===== src/rtl/l1_refill_arbiter.sv =====
// L1 refill arbiter: grants one of two cache requesters a 64-byte line burst.
// Optional REFILL_ARB_ROUND_ROBIN_EN alternates simultaneous grants.
module l1_refill_arbiter #(
    parameter int P_BEATS = 8
) (
    input  logic        iCLOCK,
    input  logic        iRESET_SYNC,
    input  logic        iINST_REQ,
    output logic        oINST_LOCK,
    input  logic [1:0]  iINST_MMUMOD,
    input  logic [31:0] iINST_ADDR,
    output logic        oINST_VALID,
    input  logic        iDATA_REQ,
    output logic        oDATA_LOCK,
    input  logic [1:0]  iDATA_MMUMOD,
    input  logic [31:0] iDATA_ADDR,
    output logic        oDATA_VALID,
    output logic        oRD_PAGEFAULT,
    output logic [63:0] oRD_DATA,
    output logic [27:0] oRD_MMU_FLAGS,
    output logic        oMEM_REQ,
    input  logic        iMEM_LOCK,
    output logic [1:0]  oMEM_MMUMOD,
    output logic [31:0] oMEM_ADDR,
    input  logic        iMEM_VALID,
    input  logic        iMEM_PAGEFAULT,
    input  logic [63:0] iMEM_DATA,
    input  logic [27:0] iMEM_MMU_FLAGS
);

    localparam logic [3:0] LP_LAST = 4'(P_BEATS - 1);

    typedef enum logic [1:0] {
        ST_IDLE,
        ST_REQ,
        ST_GET,
        ST_DRAIN
    } state_t;

    state_t      b_state;
    logic        b_owner;
    logic [25:0] b_line;
    logic [1:0]  b_mode;
    logic [3:0]  b_issued;
    logic [3:0]  b_received;

    logic idle;
    logic prio_inst;
    logic inst_grant;
    logic data_grant;
    logic beat_fwd;
    logic mem_issue;
    logic burst_done;
    logic unused_addr;

    assign idle = (b_state == ST_IDLE);

`ifdef REFILL_ARB_ROUND_ROBIN_EN
    logic b_last_owner;

    // Remember the owner of the last finished burst so the other side wins ties
    always_ff @(posedge iCLOCK) begin
        if (iRESET_SYNC) begin
            b_last_owner <= 1'b1;
        end else if (burst_done) begin
            b_last_owner <= b_owner;
        end
    end

    assign prio_inst = b_last_owner;
`else
    assign prio_inst = 1'b1;
`endif

    assign inst_grant = idle & iINST_REQ & (~iDATA_REQ | prio_inst);
    assign data_grant = idle & iDATA_REQ & ~(iINST_REQ & prio_inst);

    assign beat_fwd  = ((b_state == ST_REQ) || (b_state == ST_GET)) & iMEM_VALID;
    assign mem_issue = (b_state == ST_REQ) & ~iMEM_LOCK;

    assign burst_done =
        ((b_state == ST_GET) & iMEM_VALID & ~iMEM_PAGEFAULT & (b_received == LP_LAST)) |
        ((b_state == ST_DRAIN) & (b_received == b_issued));

    // Burst sequencing: accept, issue beats, collect responses, drain on fault
    always_ff @(posedge iCLOCK) begin
        if (iRESET_SYNC) begin
            b_state    <= ST_IDLE;
            b_owner    <= 1'b0;
            b_line     <= '0;
            b_mode     <= '0;
            b_issued   <= '0;
            b_received <= '0;
        end else begin
            unique case (b_state)
                ST_IDLE: begin
                    if (inst_grant) begin
                        b_owner    <= 1'b0;
                        b_line     <= iINST_ADDR[31:6];
                        b_mode     <= iINST_MMUMOD;
                        b_issued   <= '0;
                        b_received <= '0;
                        b_state    <= ST_REQ;
                    end else if (data_grant) begin
                        b_owner    <= 1'b1;
                        b_line     <= iDATA_ADDR[31:6];
                        b_mode     <= iDATA_MMUMOD;
                        b_issued   <= '0;
                        b_received <= '0;
                        b_state    <= ST_REQ;
                    end
                end
                ST_REQ: begin
                    if (mem_issue) begin
                        b_issued <= b_issued + 4'd1;
                    end
                    if (iMEM_VALID) begin
                        b_received <= b_received + 4'd1;
                    end
                    if (iMEM_VALID && iMEM_PAGEFAULT) begin
                        b_state <= ST_DRAIN;
                    end else if (mem_issue && (b_issued == LP_LAST)) begin
                        b_state <= ST_GET;
                    end
                end
                ST_GET: begin
                    if (iMEM_VALID) begin
                        b_received <= b_received + 4'd1;
                        if (iMEM_PAGEFAULT) begin
                            b_state <= ST_DRAIN;
                        end else if (b_received == LP_LAST) begin
                            b_state <= ST_IDLE;
                        end
                    end
                end
                ST_DRAIN: begin
                    if (b_received == b_issued) begin
                        b_state <= ST_IDLE;
                    end else if (iMEM_VALID) begin
                        b_received <= b_received + 4'd1;
                    end
                end
                default: begin
                    b_state <= ST_IDLE;
                end
            endcase
        end
    end

    assign oINST_LOCK = ~idle | data_grant;
    assign oDATA_LOCK = ~idle | inst_grant;

    assign oMEM_REQ    = mem_issue;
    assign oMEM_ADDR   = {b_line, b_issued[2:0], 3'b000};
    assign oMEM_MMUMOD = b_mode;

    assign oINST_VALID = beat_fwd & ~b_owner;
    assign oDATA_VALID = beat_fwd & b_owner;

    assign oRD_PAGEFAULT = iMEM_PAGEFAULT;
    assign oRD_DATA      = iMEM_DATA;
    assign oRD_MMU_FLAGS = iMEM_MMU_FLAGS;

    assign unused_addr = ^{iINST_ADDR[5:0], iDATA_ADDR[5:0]};

endmodule


===== config.mk =====
export PLATFORM = sky130hd
export DESIGN_NAME = l1_refill_arbiter
export DESIGN_NICKNAME = d
export VERILOG_FILES = /design/src/rtl/l1_refill_arbiter.sv
export SDC_FILE = /design/constraint.sdc
export NUM_CORES = 1
export LEC_CHECK = 0
export CORE_AREA = 2 2 117 119
export DETAILED_ROUTE_END_ITERATION = 6
export DIE_AREA = 0 0 119 121
export PLACE_DENSITY = 0.77
export SYNTH_ARGS = -nofsm -noshare
export SYNTH_HDL_FRONTEND = slang
export SYNTH_SLANG_ARGS = --single-unit
export TNS_END_PERCENT = 100

===== constraint.sdc =====
create_clock -name iCLOCK -period 1.7 [get_ports iCLOCK]
set_input_delay 0.255 -clock iCLOCK [delete_from_list [all_inputs] [get_ports iCLOCK]]
set_output_delay 0.255 -clock iCLOCK [all_outputs]
set_load 0.005 [all_outputs]

==> impl_results.md, run 1 <==
- Period utilization: slightly below 100%
- CP bufs+invs: 2
- #FFs+latches synth: 39
- GR met3 Demand/Resource: 5.028%
- N_diodes: 0
- # rows: 42
- Vias post-DR: about 2400
- Final setup TNS: 0 ps
- CTS tree: yes
- Post-Syn Instances: between 300 and 400
- FF-to-FF setup slack: 100 ps
- Drt initial violations: between 100 and 150
- Synthesized area: approximately 0.0028 mm^2
- DRT antenna net count: 0
- GRT Total Usage: 11.62%
- First-pass GRT wire length: ~13 mm
- Slowest cell on crit path: dfxtp_1
- CP Class: reg -> out
- Maximum VDD drop: between 0.4 and 0.5 mV
- Hold slack: 510.0 ps
- Reg-to-reg endpoint: b_state[1]
- P per Cell Area: about 1200 mW/mm^2
- Fill cells: between 1000 and 1500
- I/O Buffers: roughly 100
- Layout cell share with drive strength beyond 1: 13.33%
- GPL Wtd Cong: a little over 0.8
- Avg Cell Area, Syn: roughly 7.5 um^2
- Sink Count: 39
- M1 GR Usage: 12.48%
- Post-layout minimum cycle time: around 1600 ps
- Area growth, synth to finish: 30.23%
- Design area: 0.003627 mm^2
- Number of vias per cell: approximately 4.3
- Number of global-route vias before repair: around 2300
- Post-synthesis sequential area ratio: about 28%
- Routed Wire Length: 8.370 mm
- Final Hold Vio Count: 0
- Clk slew on worst S/H paths: ~60 ps
- Reg2reg path depth: 4
- Outcome: completed
- CTS root buf: clkbuf_16
- Setup Viol. Count Final: 0
- Synth cell types: 42
- Worst path required time: about 1400 ps
- Cell Count, Final, Fillers Out: 566
- Synth warnings: 0
- Lkg Pwr: between 1 and 1.5 nW
- Total die area: roughly 0.014 mm^2
- Cell family with most CP delay: buffers and inverters
- Core Region: between 0.01 and 0.015 mm^2
- Vert. Die Dim: between 100 and 150 um
- Worst setup EP type: output port
- Per-cell routed wire length: ~15 um
- DRC violations left: 0
- Nets: 564
- H-tree depth reported by CTS: 2
- Worst-case clock buffer depth: 2
- Beginning of the worst hold path: iMEM_DATA[39]
- Max Fanout on Critical Path: 2
- Fmax: 611.7 MHz
- Pin count of the biggest net entering global routing: 33
- Hold path endpoint: oRD_DATA[39]
- Io pins: ~300
- Die X-Extent: around 120 um
- Max incr delay on CP: ~320 ps
- Max-slew violations: 0
- Dpl cells: roughly 560
- Pre-antenna DRT Iters: 4
- Min-delay worst type: in -> out
- Unrepaired setup endpoints after global routing: no
- Estimated wirelength of the detail-placed design: between 6 and 7 mm
- Layout Skew: 5.938 ps
- CTS Buf Count: 5
- Hold Path Cell Cnt: 0
- Most used routing layer: met2
- Met2 usage: a little under a fifth
- Worst r2r src: b_received[3]
- Max-cap violations: 0
- Initial Util: a little over a fifth
- Remaining Overflow, GRT: 0
- Post-DP Area: 0.003425 mm^2
- Worst-skew pair later-pin latency: 290 ps
- Worst path arrival time: approximately 1400 ps
- Worst Setup Start Kind: flip-flop
- Cells along the critical path: inv_1 > ha_4 > and3_1 > dlygate4sd2_1
- Initial antenna violation count: 0
-- worst max-delay path by stage --
stage / start / endpoint / slack [ps] / cells after the start
2_1_floorplan: b_state[0] / b_state[0] / 10 / 7
3_3_place_gp: iINST_REQ / b_received[0] / -270 / 6
3_5_place_dp: iINST_REQ / b_received[0] / -280 / 6
4_1_cts: b_state[0] / b_received[0] / 10 / 6
5_1_grt: b_received[3] / b_state[1] / 3 / 4
6_report: b_state[0] / oDATA_VALID / 70 / 4
-- repair_timing --
action                                  4_1_cts  5_1_grt
gates resized for setup                      18        6
pin swaps                                     1        2
endpoints found under the setup margin       21       16
hold buffers                                  0        0
buffers inserted                              1        0
-- cells in the mapped netlist, drive strengths merged --
cell type,number,area (um^2)
buf,106,773.2
o21ai,53,265.3
dfxtp,39,780.8
a21oi,33,168.9
nand2,31,116.4
nor2,31,116.4
clkbuf,13,48.80
ha,7,87.58
inv,6,22.52
nor3,6,30.03
o22ai,5,31.28
nand3,4,20.02
xor2,4,35.03
mux2,3,33.78
xnor2,3,26.28
a31oi,2,12.51
mux2i,2,20.02
nand2b,2,12.51
nor2b,2,12.51
nor3b,2,20.02
nor4,2,27.53
a211o,1,8.760
a211oi,1,7.510
a21o,1,7.510
a32o,1,10.01
a32oi,1,8.760
and3,1,6.260
conb,1,3.750
nand3b,1,7.510
nand4b,1,8.760
nand4bb,1,11.26
nor4b,1,8.760
o211a,1,10.01
o21a,1,7.510
o221ai,1,8.760
or3b,1,8.760
-- worst reg2reg max path, cell delays in order, from the launching register on --
cell     delay [ps]
dfxtp_1         350
xor2_1          200
nor4_4          390
o211a_1         220
mux2_2          340
-- per-layer routing --
metal	part of all wire [%]	vias to the layer above	wire length, um
met5	0	-	0
met4	4.4	0	367
met3	9.2	47	770
met2	47	129	3934
met1	39	1050	3297
li1	-	1180	-
-- power breakdown --
part	switching [mW]	internal [mW]	leakage, nW
Clock	0.386	0.573	0.0727
Combinational	0.983	1.18	1.02
Sequential	0.131	1.17	0.323
Total	1.50	2.93	1.42
-- sequential cells by signal (all words and copies together), names as in the netlist --
signal / cells
b_owner: 1
b_received: 4
b_issued: 4
oMEM_MMUMOD: 2
b_state: 2
b_line: 26
-- kinds of logic (layout without fill, tap and decap cells) --
group / after synthesis / count (layout) / share of synthesized area (%)
AOI/OAI and AO/OA: 101 / 101 / 19.63
xor gates and xnor gates: 7 / 7 / 2.201
adders and majority gates: 7 / 7 / 3.145
buffers and inverters: 125 / 142 / 30.32
DFF: 39 / 39 / 28.03
muxes: 5 / 5 / 1.932
other: 1 / 3 / 0.1346
and+or+nand+nor: 86 / 86 / 14.60
-- metrics by stage --
step           util (%)  worst slack [ps]  power [mW]
6_report          27.72             65.23       4.427
5_1_grt           27.72             2.537       4.748
4_1_cts           27.62             10.67       4.452
3_5_place_dp      26.17            -280.4       3.365
3_3_place_gp      26.17            -270.4       3.345
2_1_floorplan         -             13.09       2.370
-- placed cells by master, fill, tap and decap left out, types with 2 or more instances in the layout --
cell              n
dfxtp_1          38
nor2_1           30
mux2i_1           2
buf_4            26
dlygate4sd2_1     6
xnor2_1           3
buf_12            3
mux2_2            2
clkdlybuf4s50_1  92
nor2b_1           2
ha_1              4
clkbuf_16         5
a21oi_1          32
nand3_1           4
conb_1            3
xor2_1            4
o22ai_1           4
a31oi_1           2
ha_4              2
nor3_1            6
o21ai_0          53
inv_1             5
nand2_1          30
-- cell type report --
type / instances / area, um^2 / share of cell area [%]
repair buffers: 129 / 1245 / 34.32
inverters: 6 / 22.52 / 0.6209
clock buffers: 6 / 138.9 / 3.829
well taps: 176 / 220.2 / 6.071
multi-input cells: 209 / 1214 / 33.46
flip-flops and latches: 39 / 782.0 / 21.56
clock inverters: 1 / 5.005 / 0.1380
No activity file was read; power rests on OpenSTA's default activity.
==> run 2: changes to the inputs <==
--- a/config.mk
+++ b/config.mk
@@ -8,7 +8,7 @@
 export CORE_AREA = 2 2 117 119
 export DETAILED_ROUTE_END_ITERATION = 6
 export DIE_AREA = 0 0 119 121
-export PLACE_DENSITY = 0.77
+export PLACE_DENSITY = 0.71
 export SYNTH_ARGS = -nofsm -noshare
 export SYNTH_HDL_FRONTEND = slang
 export SYNTH_SLANG_ARGS = --single-unit
==> impl_results.md, run 2 (same netlist as run 1, synthesis figures left out) <==
- Outcome: completed
- Lkg Pwr: 1.428 nW (+0.68%)
- Initial Util: 21.29% (unchanged)
- Clock power frac: 24.6% (+2.9 points)
- Layout Skew: 8.886 ps (+2.948 ps)
- Vert. Die Dim: 121 um (unchanged)
- CTS root buf: clkbuf_16
- Max reg flops: 26 (unchanged)
- H-tree depth reported by CTS: 2 (unchanged)
- CP Class: in -> out
- Hold path endpoint: oRD_DATA[20]
- Reg2reg path depth: 4 (unchanged)
- Cells along the critical path: clkdlybuf4s50_1 > clkdlybuf4s50_1
- Hold buffer count at cts: 0 (unchanged)
- Max incr delay on CP: 590 ps (+270 ps)
- Comb pwr share: 46.3% (-2.6 points)
- Dpl cells: 554 (-0.72%)
- N_diodes: 0 (unchanged)
- Max-slew violations: 0 (unchanged)
- Post-layout minimum cycle time: 1652 ps (+16.87 ps)
- Sink Count: 39 (unchanged)
- Slowest cell on crit path: clkdlybuf4s50_1
- Period utilization: 97.16% (+0.99 points)
- Total die area: 0.01440 mm^2 (unchanged)
- Core Region: 0.01309 mm^2 (unchanged)
- Worst path arrival time: 1400 ps (+20 ps)
- I/O Buffers: 99 (unchanged)
- Worst path required time: 1440 ps (about the same)
- P per Cell Area: 1254 mW/mm^2 (+2.7%)
- Worst r2r src: b_issued[2]
- Final Power: 4.566 mW (+3.2%)
- CP bufs+invs: 2 (unchanged)
- Commonest cells after routing, fill and taps aside: 94 x clkdlybuf4s50_1, 52 x o21ai_0, 34 x dfxtp_1, 32 x a21oi_1
- GRT Total Usage: 11.74% (+0.12 points)
- Min-delay worst type: in -> out
- Reg-to-reg endpoint: b_state[0]
- Remaining Overflow, GRT: 0 (unchanged)
- Area growth, synth to finish: 30.77%
- Largest registers: b_line: 26 flops, b_issued: 4 flops, b_received: 4 flops
- Die X-Extent: 119 um (unchanged)
- Initial antenna violation count: 0 (unchanged)
- # rows: 42 (unchanged)
- Io pins: 299 (unchanged)
- DRC violations left: 0 (unchanged)
- Max Fanout on Critical Path: 4 (+2)
- Number of vias per cell: 4.332 (+1.9%)
- Int Pwr: 3.052 mW (+4.3%)
- DRT antenna net count: 0 (unchanged)
- Routed Wire Length: 8.729 mm (+4.3%)
- Reg power frac: 29.1% (-0.4 points)
- Setup Viol. Count Final: 0 (unchanged)
- Commonest non-fill, non-tap cell in the layout: clkdlybuf4s50_1
- Pre-antenna DRT Iters: 4 (unchanged)
- Worst Setup Start Kind: primary input
- Vias post-DR: 2443 (+1.5%)
- Cell family with most CP delay: buffers and inverters
- Pin count of the biggest net entering global routing: 29 (-12%)
- Worst-skew pair later-pin latency: 280 ps (about the same)
- Final Hold Vio Count: 0 (unchanged)
- Layout cell share with drive strength beyond 1: 13.40% (+0.069 points)
- Cell Count, Final, Fillers Out: 564 (-0.35%)
- First-pass GRT wire length: 13.36 mm (+4.8%)
- Worst-case clock buffer depth: 2 (unchanged)
- CTS tree: yes
- NetSw: 1.514 mW (+0.97%)
- Top reg by flops: b_line
- Maximum VDD drop: 0.4223 mV (-8.1%)
- Fmax: 605.5 MHz (-1.0%)
- Net Sw Frac: 33.16% (-0.72 points)
- GPL Wtd Cong: 0.8108 (+0.12%)
- Drt initial violations: 129 (+28%)
- Crit path top cell by count: clkdlybuf4s50_1
- FF-to-FF setup slack: 60 ps (-40 ps)
- WP depth: 2 (-2)
- Estimated wirelength of the detail-placed design: 6.497 mm (+6.9%)
- Worst setup EP type: output port
- CTS Buf Count: 5 (unchanged)
- Max-cap violations: 0 (unchanged)
- Nets: 561 (-0.53%)
- Per-cell routed wire length: 15.48 um (+4.7%)
- Hold Path Cell Cnt: 0 (unchanged)
- Beginning of the worst hold path: iMEM_DATA[20]
- Number of global-route vias before repair: 2529 (+8.2%)
run 2: metal layers:
layer  share of wire [%]  global-route usage, %  routed length [um]  up-vias
li1                    -                      -                   -     1172
met1                  39                  12.86                3437     1097
met4                 3.6                  5.580                 318        0
met5                   0                      0                   0        -
met3                 7.8                  3.853                 680       43
met2                  49                  20.51                4293      131
run 2: repair_timing:
action                                  in CTS  in global routing
setup buffers                                1                  1
endpoints found under the setup margin      39                 39
pin swaps                                    0                  3
gates resized for setup                      9                 16
run 2: area by class of cell:
class	count	area [um^2]
multi-input cells	209	1222
repair buffers	126	1216
fillers	1412	9443
flip-flops and latches	39	787.0
well taps	176	220.2
inverters	6	22.52
clock inverters	2	35.03
clock buffers	6	138.9
run 2: how the worst max path moves through the flow:
stage	from	end	slack, ps
detailed placement	b_state[1]	b_line[18]	-160
global route	b_state[1]	b_received[0]	-20
finish	iMEM_PAGEFAULT	oRD_PAGEFAULT	50
floorplan	b_state[0]	b_state[0]	10
CTS	b_state[0]	oDATA_LOCK	-160
global placement	iMEM_VALID	b_state[0]	-120
run 2: power by group through the flow:
stage	sequential (mW)	combinational, mW	clock [mW]
2_1_floorplan	1.34	1.03	0
3_3_place_gp	1.33	1.93	0
3_5_place_dp	1.33	1.98	0
4_1_cts	1.32	2.01	1.16
5_1_grt	1.36	2.32	1.21
6_report	1.33	2.12	1.12
run 2: through the flow:
stage	area, um^2	setup WS [ps]	setup TNS [ps]	hold slack (ps)	utilization (%)
2_1_floorplan	2793	13.09	0	460.3	-
3_3_place_gp	3382	-119.5	-2728	510.0	25.85
3_5_place_dp	3382	-156.0	-4246	510.0	25.85
4_1_cts	3575	-157.8	-573.2	510.0	27.32
5_1_grt	3642	-24.87	-27.21	510.0	27.84
6_report	3642	48.36	0	510.0	27.84
==> run 3: changes to the inputs <==
--- a/config.mk
+++ b/config.mk
@@ -5,9 +5,11 @@
 export SDC_FILE = /design/constraint.sdc
 export NUM_CORES = 1
 export LEC_CHECK = 0
+export ABC_CLOCK_PERIOD_IN_PS = 1700
 export CORE_AREA = 2 2 117 119
 export DETAILED_ROUTE_END_ITERATION = 6
 export DIE_AREA = 0 0 119 121
+export HOLD_SLACK_MARGIN = 0.15
 export PLACE_DENSITY = 0.71
 export SYNTH_ARGS = -nofsm -noshare
 export SYNTH_HDL_FRONTEND = slang
==> results of run 3 <==
No change in the layout: final DEF, timing and power equal those of run 2.
